## src/rtl/proc_pkg.sv

```systemverilog
// Shared processor-pipeline types: default datapath width and the skid-stage state encoding.
// The state encoding doubles as the occupancy count (EMPTY=0, ONE=1, FULL=2).
package proc_pkg;
  localparam int DATA_W = 24;

  typedef enum logic [1:0] {
    ST_EMPTY = 2'd0,
    ST_ONE   = 2'd1,
    ST_FULL  = 2'd2
  } skid_state_t;
endpackage

```

## src/rtl/pipe_skid_stage.sv

```systemverilog
// Elastic two-entry skid stage: full-throughput valid/ready register with a registered
// in_ready and a synchronous flush for branch/redirect.
module pipe_skid_stage
  import proc_pkg::*;
#(
  parameter int N = DATA_W
) (
  input  logic         clk,
  input  logic         reset,
  input  logic         flush,
  input  logic         in_valid,
  output logic         in_ready,
  input  logic [N-1:0] in_data,
  output logic         out_valid,
  input  logic         out_ready,
  output logic [N-1:0] out_data,
  output logic [1:0]   occupancy
);

  skid_state_t  state, state_nxt;
  logic [N-1:0] main_q, skid_q;
  logic         accept, pop;
  logic         load_main, load_skid, main_from_skid;

  assign out_valid = (state != ST_EMPTY);
  assign out_data  = main_q;
  assign occupancy = state;
  assign accept    = in_valid & in_ready;
  assign pop       = out_valid & out_ready;

  always_comb begin
    state_nxt      = state;
    load_main      = 1'b0;
    load_skid      = 1'b0;
    main_from_skid = 1'b0;
    case (state)
      ST_EMPTY: if (accept) begin
        state_nxt = ST_ONE;
        load_main = 1'b1;
      end
      ST_ONE: begin
        if (accept && pop) begin
          load_main = 1'b1;
        end else if (accept) begin
          state_nxt = ST_FULL;
          load_skid = 1'b1;
        end else if (pop) begin
          state_nxt = ST_EMPTY;
        end
      end
      // in_ready is low in FULL, so only a pop can move us
      ST_FULL: if (pop) begin
        state_nxt      = ST_ONE;
        load_main      = 1'b1;
        main_from_skid = 1'b1;
      end
      default: state_nxt = ST_EMPTY;
    endcase
    if (flush) begin
      state_nxt = ST_EMPTY;
      load_main = 1'b0;
      load_skid = 1'b0;
    end
  end

  always_ff @(posedge clk or negedge reset) begin
    if (!reset) begin
      state    <= ST_EMPTY;
      main_q   <= '0;
      skid_q   <= '0;
      in_ready <= 1'b0;
    end else begin
      state    <= state_nxt;
      in_ready <= (state_nxt != ST_FULL);
      if (load_main) main_q <= main_from_skid ? skid_q : in_data;
      if (load_skid) skid_q <= in_data;
    end
  end

  a_occ_range: assert property (@(posedge clk) disable iff (!reset) occupancy != 2'd3);
  a_skid_not_empty: assert property (@(posedge clk) disable iff (!reset)
                                     load_skid |-> (state != ST_EMPTY));

endmodule

```

## config.mk

```make
export PLATFORM = sky130hd
export DESIGN_NAME = pipe_skid_stage
export DESIGN_NICKNAME = d
export VERILOG_FILES = /design/src/rtl/proc_pkg.sv /design/src/rtl/pipe_skid_stage.sv
export SDC_FILE = /design/constraint.sdc
export NUM_CORES = 1
export LEC_CHECK = 0
export CAP_MARGIN = 10
export CORE_UTILIZATION = 50
export DETAILED_ROUTE_END_ITERATION = 7
export GPL_ROUTABILITY_DRIVEN = 0
export PLACE_DENSITY_LB_ADDON = 0.05
export SLEW_MARGIN = 40
export SYNTH_ARGS = -nofsm -noshare
export SYNTH_HDL_FRONTEND = slang
export SYNTH_SLANG_ARGS = --single-unit
```

## constraint.sdc

```tcl
create_clock -name clk -period 2.5 [get_ports clk]
set_input_delay 0.25 -clock clk [delete_from_list [all_inputs] [get_ports clk]]
set_output_delay 0.25 -clock clk [all_outputs]
set_load 0.02 [all_outputs]
```

==> flow_metrics.tcl <==
set metrics [dict create \
    synth_top_flop_cell "dfrtp_1" \
    wirelength_um 4600 \
    slew_headroom_pct 47.6 \
    fin_crit_ns 1.99 \
    synthToLayoutAreaGrowth_pct 33.2 \
    outcome "finished, final reports clean" \
    drc_errors 0 \
    core_area_mm2 0.00409 \
    vias 1501 \
    synth_edf_count 0 \
    startpoint_type "primary input" \
    ys_types 24 \
    post-route-util_pct 70.6 \
    cts.clk_slew.worst_paths_ns 0.09 \
    fin_nets 237 \
    async_flop_share_pct 100 \
    track_usage_pct 22.3 \
    p_sw_share_pct 27.4 \
    pwr-share-clk_pct 23.4 \
    grt_overflow_total 0 \
    finalMaxSlewViolations 0 \
    die_area_mm2 0.00460 \
    diodes 0 \
    clk_path_buf_depth 2 \
    clock_sinks 51 \
    fin_cells 259 \
    p_per_area_mw_per_mm2 762 \
    seqPwrFrac_pct 50.6 \
    synth_fp_nets 177 \
    report.power.total_mw 2.20 \
    post-dp-hpwl_um 3160 \
    drtAntennaViolNets 0 \
    final_cell_mix "55 x clkdlybuf4s50_1, 51 x dfrtp_1, 24 x mux2_2, 22 x or2_2, 22 x o221a_2" \
    comb_power_share_pct 26.0 \
    syn-cell-area_mm2 0.00216 \
    cts_tree "done" \
    cts_resized 0 \
    dpl-instance-area_mm2 0.00277 \
    initial_core_util_pct 53.0 \
    syn_avg_cell_area_um2 14.6 \
    grt_pass1_vias 1505 \
    drive_gt1_share_pct 41.6 \
    p_leak_nw 1.16 \
    grt_pass1_wl_um 7310 \
    die_width_um 67.8 \
    cts_max_level 2 \
    pin_count 57 \
    p_int_mw 1.60 \
    cp_max_fo 13 \
    fin_area_mm2 0.00288 \
    final-setup-viol-count 0 \
    timing.final.crit_share_pct 79.6 \
    path_class "in -> reg" \
    dpl.cell_count 250 \
    syn_inst 148 \
    ys_seq_elements 51 \
    ir_drop_mv 0.454 \
    fmax_mhz 502 \
    hold_violations 0 \
    tightest_slew_ns 0.783 \
    crit_path_end_kind "flip-flop" \
    critPathRequiredTime_ns 2.74 \
    finClkSkew_ns 0.0108 \
    wire_per_inst_um 17.7 \
    switchingPower_uw 601 \
    cts_made_buffers 5 \
    maxCapViolCount 0 \
    rows 23 \
    drt_iter0_markers 80 \
    grt_max_degree 25 \
    clock_latency_ns 0.30 \
    hold_path.class "in -> async" \
    synth-warning-count 0 \
    rsz0062_at_grt "no" \
    setup_tns_ns 0 \
    via_per_inst 5.80 \
    antenna_found_initial 0 \
    root_buffer "clkbuf_8" \
    layout_commonest_cell "clkdlybuf4s50_1" \
    yosysSeqAreaShare_pct 59.0 \
    cp_data_arrival_time_ns 2.23 \
    drt-pass1-iter-count 4 \
    die_height_um 67.8 \
    io_buffer_count 56 \
]
==> worst max-delay path, cell delays in order <==
cell and delay (ns):
clkdlybuf4s50_1 0.65, nor2b_2 0.13, o41ai_4 0.65, buf_4 0.33
o221a_2 0.22
==> state kept, by name, indices dropped and copies added, names as in the netlist <==
name / flops
out_data: 24
skid_q: 24
occupancy: 2
in_ready: 1
==> cells by family after synthesis <==
kind of cell	Yosys count	synth area share (%)
flip-flops	51	59.0
AND/OR/NAND/NOR	35	10.9
AO/OA/AOI/OAI	29	15.1
multiplexers	24	12.5
buffers and inverters	9	2.49
==> Yosys cell counts, types with 2 or more instances <==
library cell  instances  share of area, %
dfrtp_1              51                59
mux2_2               24                12
o221a_2              22                11
or2_2                22               6.4
buf_2                 4              0.92
or2_0                 3              0.87
buf_6                 2               1.0
clkbuf_1              2              0.35
nor3_1                2              0.46
o221a_1               2               1.0
==> routing by layer <==
metal	GRT usage, %	share of wire, %	vias up
li1	-	-	678
met1	30.6	45	767
met2	35.8	49	49
met3	4.22	4.9	7
met4	7.03	1.3	0
met5	0	0	-
==> power by group through the flow <==
stage | logic (mW) | clock network [mW] | registers, mW
global route | 0.608 | 0.563 | 1.14
finish | 0.571 | 0.515 | 1.11
global placement | 0.553 | 0 | 1.11
detailed placement | 0.575 | 0 | 1.13
floorplan | 0.213 | 0 | 1.19
CTS | 0.579 | 0.530 | 1.11
==> path summary, 6_finish.rpt <==
path	from	to	slack (ns)	depth (start not counted)
max in group asynchronous	reset	out_data[5]	1.51	3
min	reset	skid_q[23]	0.40	2
max	out_ready	out_data[12]	0.51	5
max reg2reg	occupancy[1]	out_data[12]	0.59	3
min reg2reg	skid_q[4]	skid_q[4]	0.51	1
min in group clk	skid_q[4]	skid_q[4]	0.51	1
==> stage by stage <==
stage          setup WS [ns]  hold WS [ns]
3_5_place_dp           0.205         0.192
2_1_floorplan          0.913       -0.0456
6_report               0.509         0.398
5_1_grt                0.431         0.432
3_3_place_gp           0.353         0.182
4_1_cts                0.512         0.400
==> layout make-up <==
class,instances,area (um2)
Clock inverter,1,7.51
Sequential cell,51,1280
Tap cell,50,62.6
Timing Repair Buffer,61,596
Inverter,1,3.75
Multi-Input combinational cell,88,842
Clock buffer,7,96.3
Fill cell,259,1200
==> repair_timing <==
action,CTS,global route
buffers inserted,0,0
hold buffers,1,0
hold endpoints to repair,15,0
Note: power is estimated with default switching activity, not from simulation.
